File: src/rtl/uart_tx_pkg.sv
// Shared UART definitions: FSM state encoding, oversampling ratio and stop-period tick counts.
package uart_tx_pkg;

    localparam int unsigned OVERSAMPLE = 16;

    // s_tick counts for the stop period
    localparam int unsigned STOP_1   = 16;
    localparam int unsigned STOP_1P5 = 24;
    localparam int unsigned STOP_2   = 32;

    typedef enum logic [2:0] {
        IDLE   = 3'd0,
        START  = 3'd1,
        DATA   = 3'd2,
        PARITY = 3'd3,
        STOP   = 3'd4
    } uart_state_e;

endpackage

File: src/rtl/uart_tx_if.sv
// Handshake and serial-line bundle between the interface FSM/FIFO and the transmitter.
interface uart_tx_if #(
    parameter int unsigned DBIT = 8
);
    logic            tx_start;
    logic [DBIT-1:0] din;
    logic            tx_busy;
    logic            tx_done_tick;
    logic            tx;

    modport master (
        output tx_start, din,
        input  tx_busy, tx_done_tick, tx
    );

    modport slave (
        input  tx_start, din,
        output tx_busy, tx_done_tick, tx
    );
endinterface

File: src/rtl/uart_tx.sv
// UART transmitter: start bit, DBIT data bits LSB first, optional parity, stop period.
module uart_tx
    import uart_tx_pkg::*;
#(
    parameter int unsigned DBIT       = 8,
    parameter int unsigned SB_TICK    = 16,
    parameter int unsigned PARITY_EN  = 0,
    parameter int unsigned PARITY_ODD = 0
) (
    input  logic      clk,
    input  logic      reset,
    input  logic      s_tick,
    uart_tx_if.slave  bus
);

    localparam int unsigned SW = $clog2((SB_TICK > OVERSAMPLE) ? SB_TICK : OVERSAMPLE);
    localparam int unsigned NW = $clog2(DBIT);

    uart_state_e     state_q, state_d;
    logic [SW-1:0]   s_q, s_d;
    logic [NW-1:0]   n_q, n_d;
    logic [DBIT-1:0] b_q, b_d;
    logic            par_q, par_d;
    logic            tx_q, tx_d;
    logic            busy_q, busy_d;
    logic            done_q, done_d;

    // State, datapath and registered outputs
    always_ff @(posedge clk or negedge reset) begin
        if (!reset) begin
            state_q <= IDLE;
            s_q     <= '0;
            n_q     <= '0;
            b_q     <= '0;
            par_q   <= 1'b0;
            tx_q    <= 1'b1;
            busy_q  <= 1'b0;
            done_q  <= 1'b0;
        end else begin
            state_q <= state_d;
            s_q     <= s_d;
            n_q     <= n_d;
            b_q     <= b_d;
            par_q   <= par_d;
            tx_q    <= tx_d;
            busy_q  <= busy_d;
            done_q  <= done_d;
        end
    end

    // Next state; outputs are derived from the next state so they switch with it
    always_comb begin
        state_d = state_q;
        s_d     = s_q;
        n_d     = n_q;
        b_d     = b_q;
        par_d   = par_q;
        done_d  = 1'b0;
        tx_d    = 1'b1;

        case (state_q)
            IDLE: begin
                // done_q blocks a restart in the cycle that reports completion
                if (bus.tx_start && !done_q) begin
                    state_d = START;
                    s_d     = '0;
                    b_d     = bus.din;
                    par_d   = (^bus.din) ^ (PARITY_ODD != 0);
                end
            end
            START: begin
                if (s_tick) begin
                    if (s_q == SW'(OVERSAMPLE - 1)) begin
                        state_d = DATA;
                        s_d     = '0;
                        n_d     = '0;
                    end else begin
                        s_d = s_q + SW'(1);
                    end
                end
            end
            DATA: begin
                if (s_tick) begin
                    if (s_q == SW'(OVERSAMPLE - 1)) begin
                        s_d = '0;
                        b_d = b_q >> 1;
                        if (n_q == NW'(DBIT - 1)) begin
                            state_d = (PARITY_EN != 0) ? PARITY : STOP;
                        end else begin
                            n_d = n_q + NW'(1);
                        end
                    end else begin
                        s_d = s_q + SW'(1);
                    end
                end
            end
            PARITY: begin
                if (s_tick) begin
                    if (s_q == SW'(OVERSAMPLE - 1)) begin
                        state_d = STOP;
                        s_d     = '0;
                    end else begin
                        s_d = s_q + SW'(1);
                    end
                end
            end
            STOP: begin
                if (s_tick) begin
                    if (s_q == SW'(SB_TICK - 1)) begin
                        state_d = IDLE;
                        s_d     = '0;
                        done_d  = 1'b1;
                    end else begin
                        s_d = s_q + SW'(1);
                    end
                end
            end
            default: state_d = IDLE;
        endcase

        case (state_d)
            START:   tx_d = 1'b0;
            DATA:    tx_d = b_d[0];
            PARITY:  tx_d = par_d;
            default: tx_d = 1'b1;
        endcase

        busy_d = (state_d != IDLE);
    end

    assign bus.tx           = tx_q;
    assign bus.tx_busy      = busy_q;
    assign bus.tx_done_tick = done_q;

endmodule

File: src/flat_wrapper.sv
// flat-port wrapper written by rule: the top's interface ports become plain ports
module uart_tx_flat import uart_tx_pkg::*;
#(
    parameter int unsigned DBIT       = 8,
    parameter int unsigned SB_TICK    = 16,
    parameter int unsigned PARITY_EN  = 0,
    parameter int unsigned PARITY_ODD = 0
)
  (clk, reset, s_tick, bus_tx_start, bus_din, bus_tx_busy, bus_tx_done_tick, bus_tx);
  uart_tx_if #(.DBIT(DBIT)) bus_i ();
  input  logic clk;
  input  logic reset;
  input  logic s_tick;
  input wire logic [$bits(bus_i.tx_start)-1:0] bus_tx_start;
  input wire logic [$bits(bus_i.din)-1:0] bus_din;
  output wire logic [$bits(bus_i.tx_busy)-1:0] bus_tx_busy;
  output wire logic [$bits(bus_i.tx_done_tick)-1:0] bus_tx_done_tick;
  output wire logic [$bits(bus_i.tx)-1:0] bus_tx;
  assign bus_i.tx_start = bus_tx_start;
  assign bus_i.din = bus_din;
  assign bus_tx_busy = bus_i.tx_busy;
  assign bus_tx_done_tick = bus_i.tx_done_tick;
  assign bus_tx = bus_i.tx;
  uart_tx #(.DBIT(DBIT), .SB_TICK(SB_TICK), .PARITY_EN(PARITY_EN), .PARITY_ODD(PARITY_ODD)) u_core (.clk(clk), .reset(reset), .s_tick(s_tick), .bus(bus_i));
endmodule
File: config.mk
export PLATFORM = sky130hd
export DESIGN_NAME = uart_tx_flat
export DESIGN_NICKNAME = d
export VERILOG_FILES = /design/src/rtl/uart_tx_pkg.sv /design/src/rtl/uart_tx_if.sv /design/src/rtl/uart_tx.sv /design/src/flat_wrapper.sv
export SDC_FILE = /design/constraint.sdc
export NUM_CORES = 1
export LEC_CHECK = 0
export BUFFER_PORTS_ARGS = -buffer_cell sky130_fd_sc_hd__buf_2
export CORE_MARGIN = 8
export CORE_UTILIZATION = 60
export CTS_CLUSTER_SIZE = 40
export DETAILED_ROUTE_END_ITERATION = 8
export HOLD_SLACK_MARGIN = 0.08
export PLACE_DENSITY = 0.79
export SYNTH_ARGS = -nofsm -noshare
export SYNTH_HDL_FRONTEND = slang
export SYNTH_SLANG_ARGS = --single-unit
File: constraint.sdc
create_clock -name clk -period 4.8 [get_ports clk]
set_input_delay 0.24 -clock clk [delete_from_list [all_inputs] [get_ports clk]]
set_output_delay 0.24 -clock clk [all_outputs]
set_load 0.005 [all_outputs]
==> results.yml <==
outcome:
  outcome: "complete, no violations"
timing:
  layout_setup_ws_ns: 2.83
  setup_violations: 0
  finalSetupTns_ns: 0
  finalHoldViolCount: 0
  maxSlewHeadroom_pct: 60.4
  tightestPinTransition_ns: 0.590
  fin_crit_sh_pct: 41.1
  slew_violations: 0
  skew_ns: 0.00986
  grt_setup_unrepaired: "no"
  min_period_ns: 1.97
  fmax_mhz: 507
setup_path:
  critical_path_peak_fanout: 9
  regToRegEndpoint: "u_core.b_q[7]"
  r2r-start: "u_core.s_q[0]"
  worstSetupEndpointType: "flop"
  arrival_ns: 2.17
  rr_worst_depth: 5
  crit_type: "reg2reg"
  cp-start-kind: "flop"
  r2r_slack_ns: 2.83
  worstPathRequired_ns: 4.99
detailed_routing:
  avgRoutedWirePerCell_um: 13.9
  routed_via_density: 5.46
  detail_route.first_pass.iterations: 5
  drc: 0
  vias: 836
  drtIter0Drc: 25
  ant_nets: 0
  routed_wirelength_um: 2130
logic_synthesis:
  ys.warnings.count: 0
  post_synth.cell_area_avg_um2: 10.3
  synth_edf_count: 0
  syn-num-nets: 127
  synth-seq-cells: 22
  synthCells: 112
  synth_area_mm2: 0.00115
  seq_area_frac_synth_pct: 47.9
  yosysUniqueCellTypes: 36
  async_reset_ff_share_pct: 100
  ys.flop_type: "dfrtp_1"
final_layout:
  layout.nets: 142
  final_common_cell: "dfrtp_1"
  final_util_pct: 66.4
  drive_gt1_share_pct: 18.3
  diodes: 0
  final_cells: 153
  fillers: 163
  final_cell_mix: "dfrtp_1 (21), nand2_1 (16), buf_2 (14)"
  area_growth_pct: 8.48
place:
  place.gp.congestion: 0.809
  dp_slack_ns: 2.88
  io_buffers: 14
  dpl.cell_count: 148
  dpl.hpwl_um: 1590
pwr:
  power_uw: 594
  peakVddDrop_mv: 0.382
  cellLeakagePower_uw: 0.000565
  power_density_mw_per_mm2: 476
die:
  die_y_um: 59.8
  io_pins: 15
  die-area_mm2: 0.00358
  die_width_um: 59.8
  initial_core_util_pct: 61.2
  core_area_mm2: 0.00188
  fp-row-count: 16
global_routing:
  grt_pass1_vias: 858
  grt_pass1_wl_um: 3750
  overflow: 0
  grt_usage_pct: 13.6
  grt_util_met2_pct: 21.4
  antenna_found_initial: 0
  grt_busiest_layer: "met2"
  use_met1_pct: 17.6
  grt_use_met3_pct: 2.15
  grt_max_degree: 23
clock_network:
  path_clk_slew_ns: 0.12
  clk-insertion-delay-late_ns: 0.30
  root_buffer: "clkbuf_4"
  cts_resized: 0
  htreeDepth: 1
  cts_tree: "yes"
  clk_path_buf_depth: 2
  cts_buffers: 3
  numClockSinks: 22
worst_hold_path:
  hold_end: "u_core.b_q[2]"
  hold_class: "in2reg"
  min-delay-start: "bus_din[2]"
  worstHoldPathCells: 3
job:
  cap_violations: 0
kinds of logic after synthesis:
family                   share of synthesized area [%]
flip-flops                                        47.9
buffers and inverters                             5.65
XOR/XNOR                                          5.33
multiplexers                                      1.74
AO/OA/AOI/OAI                                     17.3
AND/OR/NAND/NOR                                   18.8
adder cells (fa/ha/maj)                           3.26
how the worst max path moves through the flow:
stage                              from                 end  cells after the start  slack [ns]
final                     u_core.s_q[0]       u_core.b_q[7]                      5        2.83
after global routing      u_core.s_q[0]       u_core.b_q[7]                      5        2.66
after CTS                 u_core.s_q[0]       u_core.b_q[7]                      5        2.84
after detailed placement  u_core.s_q[0]       u_core.b_q[7]                      5        2.88
after global placement    u_core.s_q[0]       u_core.b_q[7]                      5        2.92
after floorplan           u_core.s_q[0]  u_core.bus.tx_busy                      5        3.12
through the flow:
stage                     cell area (um^2)  hold slack (ns)
after floorplan                       1150          -0.0556
after global placement                1210            0.229
after detailed placement              1210            0.231
after CTS                             1250            0.164
after global routing                  1250            0.168
final                                 1250            0.170
state kept, by name, summed over array words and instances (netlist names):
register,flops
u_core.state_q,3
u_core.bus.tx_done_tick,1
u_core.n_q,3
u_core.b_q,8
u_core.bus.tx,1
u_core.bus.tx_busy,1
u_core.par_q,1
u_core.s_q,4
where the power goes:
group / leakage (uW) / internal (uW) / total (uW) / switching [uW]
combinational: 0.000286 / 88.0 / 196 / 108
clock: 0.0000150 / 32.4 / 84.4 / 52.0
sequential: 0.000264 / 254 / 314 / 60.2
per-layer routing:
metal / vias up / wire, um
li1: 426 / -
met5: - / 0
met2: 11 / 1020
met3: 2 / 60
met1: 397 / 1040
met4: 0 / 14
cells in the mapped netlist, types with 2 or more instances:
master / n / area (um^2)
a21o_1: 2 / 15.0
a21oi_1: 2 / 10.0
a22oi_1: 7 / 52.6
clkbuf_2: 2 / 10.0
dfrtp_1: 21 / 526
ha_1: 3 / 37.5
inv_1: 6 / 22.5
mux2i_1: 2 / 20.0
nand2_1: 16 / 60.1
nand3_1: 5 / 25.0
nor2_1: 6 / 22.5
nor3_1: 2 / 10.0
o21ai_0: 8 / 40.0
or3_1: 2 / 12.5
xnor2_1: 7 / 61.3
layout make-up:
| class | count | area (um^2) | area share (%) |
|---|---|---|---|
| tap | 27 | 33.8 | 2.71 |
| clock buffer | 4 | 26.3 | 2.10 |
| multi-input combinational | 79 | 534 | 42.8 |
| inverter | 6 | 22.5 | 1.80 |
| sequential | 22 | 552 | 44.2 |
| timing repair buffer | 15 | 80.1 | 6.41 |
repair_timing:
| item | CTS | global route |
|---|---|---|
| hold endpoints to repair | 21 | 0 |
| buffers inserted | 0 | 0 |
| hold buffers | 1 | 0 |
critical path, stage by stage, from the launching register on:
cell,delay (ns)
dfrtp_1,0.43
ha_1,0.30
nand4_4,0.20
nor4_4,0.42
nor2_1,0.27
a22o_1,0.24
Note: power is estimated with default switching activity, not from simulation.
